===== config.mk =====
export PLATFORM = sky130hd
export DESIGN_NAME = apb_fanout_bridge
export DESIGN_NICKNAME = d
export VERILOG_FILES = /design/src/rtl/apb_pkg.sv /design/src/rtl/apb_slv_decode.sv /design/src/rtl/apb_fanout_bridge.sv
export SDC_FILE = /design/constraint.sdc
export NUM_CORES = 1
export LEC_CHECK = 0
export CAP_MARGIN = 0
export CORE_AREA = 2 2 120 122
export CTS_CLUSTER_SIZE = 40
export DETAILED_ROUTE_END_ITERATION = 7
export DIE_AREA = 0 0 122 124
export GPL_TIMING_DRIVEN = 0
export HOLD_SLACK_MARGIN = 0.05
export PLACE_DENSITY = 0.91
export SKIP_CTS_REPAIR_TIMING = 1
export SYNTH_ARGS = -nofsm -noshare
export SYNTH_HDL_FRONTEND = slang
export SYNTH_SLANG_ARGS = --single-unit

===== constraint.sdc =====
create_clock -name clk -period 9.8 [get_ports clk]
set_clock_uncertainty 0.05 [all_clocks]
set_input_delay 1.47 -clock clk [delete_from_list [all_inputs] [get_ports clk]]
set_output_delay 1.47 -clock clk [all_outputs]
set_load 0.005 [all_outputs]

===== src/rtl/apb_pkg.sv =====
// apb_pkg: shared types and decode helper for the APB fan-out bridge.
package apb_pkg;
  localparam int APB_ADDR_W = 32;
  localparam int APB_DATA_W = 32;
  typedef enum logic [1:0] {IDLE, SETUP, ACCESS, DONE} bridge_state_e;
  typedef struct packed {
    logic [APB_ADDR_W-1:0] addr;
    logic [APB_DATA_W-1:0] wdata;
    logic                  write;
  } apb_req_t;
  typedef struct packed {
    logic [APB_DATA_W-1:0] rdata;
    logic                  err;
  } apb_rsp_t;
  // Whole field above the window; anything beyond the slave count is a miss.
  function automatic logic [63:0] idx_of(input logic [63:0] addr, input int sel_lsb);
    return addr >> sel_lsb;
  endfunction
endpackage


===== src/rtl/apb_slv_decode.sv =====
// apb_slv_decode: combinational slave index and decode-miss from the address.
module apb_slv_decode
  import apb_pkg::*;
#(
  parameter int ADDR_W  = 32,
  parameter int N_SLV   = 4,
  parameter int SEL_LSB = 12,
  parameter int IDX_W   = 2
) (
  input  logic [ADDR_W-1:0] paddr,
  output logic [IDX_W-1:0]  idx,
  output logic              miss
);
  logic [63:0] field;
  assign field = idx_of(64'(paddr), SEL_LSB);
  assign idx   = field[IDX_W-1:0];
  assign miss  = field >= 64'(N_SLV);
endmodule


===== src/rtl/apb_fanout_bridge.sv =====
// apb_fanout_bridge: one APB completer fanned out to N_SLV APB requesters
// through a registered IDLE/SETUP/ACCESS/DONE FSM with decode-miss and watchdog errors.
module apb_fanout_bridge
  import apb_pkg::*;
#(
  parameter int ADDR_W  = APB_ADDR_W,
  parameter int DATA_W  = APB_DATA_W,
  parameter int N_SLV   = 4,
  parameter int SEL_LSB = 12,
  parameter int TIMEOUT = 255
) (
  input  logic                    clk,
  input  logic                    rst,
  input  logic                    inp_psel,
  input  logic                    inp_penable,
  input  logic                    inp_pwrite,
  input  logic [ADDR_W-1:0]       inp_paddr,
  input  logic [DATA_W-1:0]       inp_pwdata,
  output logic                    inp_pready,
  output logic [DATA_W-1:0]       inp_prdata,
  output logic                    inp_pslverr,
  output logic [N_SLV-1:0]        outp_psel,
  output logic                    outp_penable,
  output logic                    outp_pwrite,
  output logic [ADDR_W-1:0]       outp_paddr,
  output logic [DATA_W-1:0]       outp_pwdata,
  input  logic [N_SLV-1:0]        outp_pready,
  input  logic [N_SLV*DATA_W-1:0] outp_prdata,
  input  logic [N_SLV-1:0]        outp_pslverr
);
  localparam int IDX_W = N_SLV > 1 ? $clog2(N_SLV) : 1;
  bridge_state_e state, nxt;
  apb_req_t req;
  apb_rsp_t rsp;
  logic [IDX_W-1:0] idx_r, dec_idx;
  logic dec_miss, accept, sel_rdy, sel_err, timeout;
  logic [DATA_W-1:0] sel_rdata;
  logic [15:0] wd;
  apb_slv_decode #(.ADDR_W(ADDR_W), .N_SLV(N_SLV), .SEL_LSB(SEL_LSB), .IDX_W(IDX_W)) u_dec (
    .paddr(inp_paddr),
    .idx  (dec_idx),
    .miss (dec_miss)
  );
  assign accept    = state == IDLE && inp_psel && !inp_penable;
  assign sel_rdy   = outp_pready[idx_r];
  assign sel_err   = outp_pslverr[idx_r];
  assign sel_rdata = outp_prdata[idx_r*DATA_W +: DATA_W];
  // Fires on the TIMEOUT-th ACCESS cycle; ready in that cycle still wins.
  assign timeout   = wd == 16'(TIMEOUT - 1);
  always_ff @(posedge clk or posedge rst)
    if (rst) state <= IDLE;
    else     state <= nxt;
  always_comb begin
    nxt = state;
    case (state)
      IDLE:    nxt = accept ? (dec_miss ? DONE : SETUP) : IDLE;
      SETUP:   nxt = ACCESS;
      ACCESS:  nxt = (sel_rdy || timeout) ? DONE : ACCESS;
      default: nxt = IDLE;
    endcase
  end
  always_ff @(posedge clk or posedge rst)
    if (rst) begin
      req   <= '0;
      rsp   <= '0;
      idx_r <= '0;
      wd    <= '0;
    end else begin
      wd <= state == ACCESS ? wd + 16'd1 : '0;
      if (accept) begin
        req   <= '{addr: inp_paddr, wdata: inp_pwdata, write: inp_pwrite};
        idx_r <= dec_idx;
        rsp   <= '{rdata: '0, err: dec_miss};
      end else if (state == ACCESS && sel_rdy)
        rsp <= '{rdata: req.write ? '0 : sel_rdata, err: sel_err};
      else if (state == ACCESS && timeout)
        rsp <= '{rdata: '0, err: 1'b1};
    end
  always_comb begin
    outp_psel    = (state == SETUP || state == ACCESS) ? N_SLV'(1) << idx_r : '0;
    outp_penable = state == ACCESS;
    outp_pwrite  = req.write;
    outp_paddr   = req.addr;
    outp_pwdata  = req.wdata;
    inp_pready   = state == DONE;
    inp_prdata   = inp_pready ? rsp.rdata : '0;
    inp_pslverr  = inp_pready && rsp.err;
  end
endmodule


==> results of run 1 <==
==> how the worst max path moves through the flow <==
stage                          endpoint           start
after floorplan           outp_paddr[0]             rst
after global placement           rsp[1]             rst
after detailed placement   outp_psel[3]  outp_paddr[13]
after CTS                  outp_psel[3]  outp_paddr[13]
after global routing       outp_psel[2]  outp_paddr[13]
final                      outp_psel[3]  outp_paddr[13]
==> state kept, by name, summed over array words and instances, names as in the netlist <==
name         cells
wd              16
outp_pwrite      1
state            2
outp_paddr      32
outp_pwdata     32
rsp             33
==> worst min-delay path, cell delays in order (launching register included) <==
cell	delay [ps]
sky130_fd_sc_hd__dfrtp_1	340
sky130_fd_sc_hd__nand2_1	50
sky130_fd_sc_hd__nand2_1	50
==> cells by family after synthesis <==
logic type / count (synthesis) / synth area share (%)
xor gates and xnor gates: 11 / 1.704
DFF: 116 / 51.33
and+or+nand+nor: 288 / 23.08
adders and majority gates: 5 / 1.106
muxes: 35 / 13.50
AOI/OAI and AO/OA: 44 / 6.239
buffers and inverters: 39 / 3.053
==> through the flow <==
step	hold WS [ps]	instances	power, W
detailed placement	411.3	1027	0.001835
global route	443.6	1059	0.002668
finish	420.9	1060	0.002529
CTS	424.2	1059	0.002546
global placement	407.1	1026	0.001794
floorplan	407.7	538	0.001264
==> cell type report <==
type | instances | area [µm²]
well taps | 180 | 225.2
repair buffers | 309 | 3110
diodes | 1 | 2.502
flip-flops and latches | 116 | 2903
clock inverters | 10 | 202.7
inverters | 7 | 31.28
fillers | 980 | 4064
multi-input cells | 383 | 2580
plain buffers | 32 | 146.4
clock buffers | 22 | 454.2
==> cells in the final DEF, fill, tap and decap left out, drive strengths merged, types with 2 or more instances in the layout <==
cell type      netlist  routed
clkdlybuf4s50        0     308
nand2              202     202
dfrtp              116     116
and2                44      44
clkbuf              20      42
mux4                33      33
a22o                32      32
buf                 12      13
xor2                 8       8
nor4                 8       8
nor3                 7       7
inv                  7       7
bufinv               0       6
o21ai                6       6
nand3                5       5
ha                   5       5
nor2                 5       5
nand4                4       4
xnor2                3       3
or3                  3       3
clkinv               0       3
a21boi               3       3
mux2i                2       2
or4                  2       2
nor2b                2       2
==> power by group <==
group | switching (W) | leakage (nW) | internal [W]
Sequential | 0.000111 | 1.49 | 0.000660
Combinational | 0.000463 | 2.46 | 0.000601
Clock | 0.000212 | 0.318 | 0.000482
==> layer usage <==
metal | part of all wire [%] | track usage (%) | up-vias | wire [µm]
met2 | 51 | 46.02 | 269 | 10120
met5 | 0.055 | 0 | - | 11
met3 | 10 | 9.707 | 32 | 1992
met4 | 2.2 | 10.63 | 2 | 447
li1 | - | - | 2493 | -
met1 | 37 | 28.69 | 2663 | 7382
==> flow_metrics.py, run 1 <==
metrics = {
    "global_route": {
        "globalRouteOverflowTotal": 0,
        "grt_usage_pct": 26.19,
        "grt_antenna_before_repair": 2,
        "vias_in_the_first_global_route": 5746,
        "grt_start_max_net_pins": 66,
        "grt_pass1_wl_um": 29410,
    },
    "route": {
        "detail_route.drc_violations": 0,
        "detailed_router_iteration_count_before_antenna_repair": 5,
        "dr.first_iter.drc_count": 219,
        "final_wl_um": 19950,
        "route.detailed.wl_per_inst_um": 18.82,
        "dr_total_vias": 5459,
        "postRouteAntennaNets": 0,
        "routed_via_density": 5.150,
    },
    "floorplan": {
        "fp-row-count": 43,
        "die_area_um2": 15130,
        "fp.coreArea_um2": 13720,
        "die-height_um": 124,
        "die_w_um": 122,
        "initial_standard_cell_utilization_of_the_core_pct": 41.22,
        "io_pins": 309,
    },
    "clock_tree": {
        "cts_htree_levels": 4,
        "path_clk_slew_ps": 50,
        "cts-root-to-sink-buffers": 2,
        "clock_latency_ps": 410,
        "clock_sink_count": 116,
        "root_buffer": "sky130_fd_sc_hd__clkbuf_16",
        "number_of_cts_inserted_buffers": 17,
        "tritoncts_clock_tree": "yes",
    },
    "synth": {
        "post_synth_inst_count": 538,
        "number_of_different_library_cells_in_the_post_synthesis_netlist": 38,
        "post_synthesis_async_set_or_reset_flop_share_pct": 100.0,
        "synth.cell_area_um2": 5655,
        "postSynth.topFlopCell": "sky130_fd_sc_hd__dfrtp_1",
        "post-synth-top-area-cell": "sky130_fd_sc_hd__dfrtp_1",
        "yosysWarningCount": 0,
        "synth_edf_count": 0,
        "most_common_cell_in_the_netlist": "sky130_fd_sc_hd__nand2_1",
        "synth-seq-cells": 116,
        "mappedNetlistNets": 748,
        "synth_common_cells": "sky130_fd_sc_hd__nand2_1, sky130_fd_sc_hd__dfrtp_1, sky130_fd_sc_hd__and2_1, sky130_fd_sc_hd__mux4_2, sky130_fd_sc_hd__a22o_1",
        "synth_sequential_area_ratio_pct": 51.33,
        "syn_avg_cell_area_um2": 10.51,
        "yosysTopAreaCellShare_pct": 51.33,
        "ys_top_cells_by_area": "sky130_fd_sc_hd__dfrtp_1, sky130_fd_sc_hd__nand2_1, sky130_fd_sc_hd__mux4_2, sky130_fd_sc_hd__a22o_1, sky130_fd_sc_hd__and2_1",
    },
    "worst_setup_path": {
        "regToRegStartpoint": "state[0]",
        "start_kind": "flip-flop",
        "rr_worst_depth": 7,
        "worst_setup_path_end_kind": "output pin",
        "worst-endpoint-arrival_ps": 2850,
        "crit_required_ps": 8280,
        "worstSetupPathDepth": 4,
        "r2r-end": "rsp[4]",
        "timing.setup.critical_path_class": "reg2out",
        "cp_slowest_cell": "sky130_fd_sc_hd__buf_1",
        "crit_buf_inv": 3,
        "r2r_setup_slack_ps": 7000,
        "timing.critical_path.cells": "buf_1 > clkbuf_1 > and3_1 > clkdlybuf4s50_1",
        "critPathMaxStageDelay_ps": 670,
        "cp_top_family": "buffers and inverters",
        "cp_max_fo": 10,
    },
    "final_layout": {
        "final_nets": 1076,
        "layout-drive-gt1-share_pct": 8.419,
        "finish.utilization_pct": 70.38,
        "post-route-cell-area_um2": 9656,
        "areaGrowthSynthToFinish_pct": 70.73,
    },
    "sta": {
        "timing.fmax_mhz": 228.9,
        "final.setup.tns_ps": 0,
        "worst_slack_ps": 5431,
        "unrepaired_setup_endpoints_after_global_routing": "no",
        "timing.final.hold_violations": 0,
        "fin_crit_sh_pct": 44.58,
        "setup_viol": 0,
        "maxSlewHeadroom_pct": 27.20,
        "max_slew.worst_pin.slew_ps": 1084,
        "maxSlewViolCount": 0,
        "timing.final.crit_period_ps": 4369,
    },
    "placement": {
        "post-place-ws_ps": 5823,
        "place.detailed.hpwl_um": 15490,
        "place.port_buffers": 308,
        "post_dp_cell_area_um2": 8996,
        "place.gp.congestion": 0.8293,
    },
    "worst_hold_path": {
        "hold_path.startpoint": "outp_pwdata[27]",
        "hold_path.class": "reg2reg",
        "hold_path_end": "outp_pwdata[27]",
        "worstHoldPathCells": 2,
    },
    "pwr": {
        "leakage_nw": 4.264,
        "vdd.ir_drop.worst_uv": 182.4,
        "power_density_nw_per_um2": 261.9,
    },
    "flow_run": {
        "timing.max_cap.violations": 0,
    },
    "outcome": {
        "outcome": "completed",
    },
}
Power figures use the tool's default switching activity.
==> inputs of run 2 (changes only) <==
CORE_AREA = default   (was 2 2 120 122)
CORE_UTILIZATION = 36   (was default)
DIE_AREA = default   (was 0 0 122 124)
PLACE_DENSITY = 0.85   (was 0.91)
clock period = 4 ns   (was 9.8 ns; I/O delays follow)
==> run 2 against run 1 <==
Net effect: global-route usage down 2.1 points; final area down 0.23%; count of clock-buffer cells in the layout up 1; largest cell class unchanged; setup slack worse by 5000 ps; first-iteration DRC count up 1.4%; non-clock buffer count unchanged; hold slack better by 2.0 ps; via count down 1.9%; combinational power up 140%; sequential share of layout area up 0.070 points; largest power group unchanged.
==> flow_metrics.py, run 2 (synthesis gave the netlist of run 1 again) <==
metrics = {
    "global_route": {
        "grt_usage_pct": 24.04,
        "grt_start_max_net_pins": 66,
        "grt_antenna_before_repair": 1,
        "grt_pass1_wl_um": 29320,
        "globalRouteOverflowTotal": 0,
        "vias_in_the_first_global_route": 5715,
    },
    "worst_setup_path": {
        "critPathMaxStageDelay_ps": 740,
        "rr_worst_depth": 7,
        "start_kind": "flip-flop",
        "crit_buf_inv": 3,
        "crit_required_ps": 3350,
        "cp_top_family": "buffers and inverters",
        "timing.critical_path.cells": "buf_1 > clkbuf_1 > and3_1 > clkdlybuf4s50_1",
        "cp_slowest_cell": "sky130_fd_sc_hd__buf_1",
        "worst-endpoint-arrival_ps": 2940,
        "cp_max_fo": 10,
        "timing.setup.critical_path_class": "reg2out",
        "worstSetupPathDepth": 4,
        "worst_setup_path_end_kind": "output pin",
    },
    "placement": {
        "place.gp.congestion": 0.8124,
        "place.detailed.hpwl_um": 14530,
        "place.port_buffers": 308,
        "place.detailed.instances": 1058,
    },
    "clock_tree": {
        "clock_latency_ps": 410,
        "number_of_cts_inserted_buffers": 17,
        "path_clk_slew_ps": 50,
        "clock_sink_count": 116,
        "root_buffer": "sky130_fd_sc_hd__clkbuf_16",
        "cts_htree_levels": 4,
        "cts-root-to-sink-buffers": 2,
        "tritoncts_clock_tree": "yes",
    },
    "sta": {
        "timing.final.crit_period_ps": 3589,
        "maxSlewHeadroom_pct": 30.68,
        "setup_viol": 0,
        "unrepaired_setup_endpoints_after_global_routing": "no",
        "timing.fmax_mhz": 278.7,
        "hold-worst-slack_ps": 422.9,
        "fin_crit_sh_pct": 89.72,
        "maxSlewViolCount": 0,
        "max_slew.worst_pin.slew_ps": 1032,
        "timing.final.hold_violations": 0,
    },
    "final_layout": {
        "final_cell_mix": "sky130_fd_sc_hd__clkdlybuf4s50_1, sky130_fd_sc_hd__nand2_1, sky130_fd_sc_hd__dfrtp_1",
        "fillCellCount": 1223,
        "layout-drive-gt1-share_pct": 8.760,
        "leading_cell_type_in_the_layout_fill_and_taps_excluded": "sky130_fd_sc_hd__clkdlybuf4s50_1",
        "regMostFlops": "rsp",
        "areaGrowthSynthToFinish_pct": 70.33,
        "finish.cell_count_without_fillers": 1090,
        "number_of_flip_flops_in_the_largest_register": 33,
        "final_nets": 1076,
        "diodes": 0,
    },
    "outcome": {
        "outcome": "completed",
    },
    "route": {
        "detailed_router_iteration_count_before_antenna_repair": 4,
        "dr_total_vias": 5355,
        "detail_route.drc_violations": 0,
        "dr.first_iter.drc_count": 222,
        "final_wl_um": 18990,
        "route.detailed.wl_per_inst_um": 17.42,
        "routed_via_density": 4.913,
        "postRouteAntennaNets": 0,
    },
    "worst_hold_path": {
        "worstHoldPathCells": 2,
        "hold_path.class": "reg2reg",
    },
    "floorplan": {
        "die-height_um": 127.3,
        "die_area_um2": 16210,
        "fp-row-count": 45,
        "fp.coreArea_um2": 15260,
        "io_pins": 309,
        "die_w_um": 127.3,
        "initial_standard_cell_utilization_of_the_core_pct": 37.06,
    },
    "pwr": {
        "vdd.ir_drop.worst_uv": 461.7,
        "leakage_nw": 4.241,
        "power_density_nw_per_um2": 621.2,
    },
    "flow_run": {
        "timing.max_cap.violations": 0,
    },
}
==> run 2: worst reg2reg max path, cell delays in order (launching register included) <==
cell and delay [ps]:
sky130_fd_sc_hd__dfrtp_1 380, sky130_fd_sc_hd__inv_1 80, sky130_fd_sc_hd__ha_1 370, sky130_fd_sc_hd__nand2_1 120, sky130_fd_sc_hd__o22a_1 260, sky130_fd_sc_hd__nor3_1 800, sky130_fd_sc_hd__clkbuf_1 480, sky130_fd_sc_hd__a22o_1 210
==> run 2: where the power goes <==
| part | switching (W) | internal [W] | total, W |
|---|---|---|---|
| Combinational | 0.00112 | 0.00147 | 0.00259 |
| Sequential | 0.000262 | 0.00162 | 0.00188 |
| Clock | 0.000524 | 0.000993 | 0.00152 |
| Total | 0.00190 | 0.00408 | 0.00598 |
==> run 2: final timing paths <==
| check | from | to | slack [ps] |
|---|---|---|---|
| worst max-delay path | outp_paddr[13] | outp_psel[3] | 410 |
| worst min-delay path | outp_paddr[5] | outp_paddr[5] | 420 |
| worst max register to register | state[0] | rsp[5] | 1190 |
| worst min register to register | outp_paddr[5] | outp_paddr[5] | 420 |
| max in group asynchronous | rst | wd[5] | 2620 |
| min in group asynchronous | rst | outp_paddr[4] | 570 |
==> run 2: through the flow <==
step	setup TNS, ps	total power, W	util, %	worst slack, ps	area, µm²
2_1_floorplan	0	0.003097	-	277.6	5655
3_3_place_gp	-169000	0.004420	59.00	-1467	9002
3_5_place_dp	0	0.004491	59.21	779.7	9035
4_1_cts	0	0.006046	63.13	327.5	9633
5_1_grt	0	0.006351	63.13	224.3	9633
6_report	0	0.005984	63.13	411.4	9633
==> run 2: metal layers <==
layer  track usage, %  up-vias  part of all wire [%]
met5                0        -                 0.074
met3            7.831       38                   8.4
met4            11.06        2                   2.8
met2            40.57      247                    49
li1                 -     2486                     -
met1            27.77     2582                    40
==> run 2: final cells by class <==
type / instances / area, µm² / share of cell area (%)
Timing Repair Buffer: 309 / 3110 / 32.29
Sequential cell: 116 / 2903 / 30.13
Multi-Input combinational cell: 383 / 2580 / 26.78
Clock buffer: 23 / 498.0 / 5.170
Tap cell: 211 / 264.0 / 2.741
Buffer: 32 / 146.4 / 1.520
Clock inverter: 9 / 100.1 / 1.039
Inverter: 7 / 31.28 / 0.3247
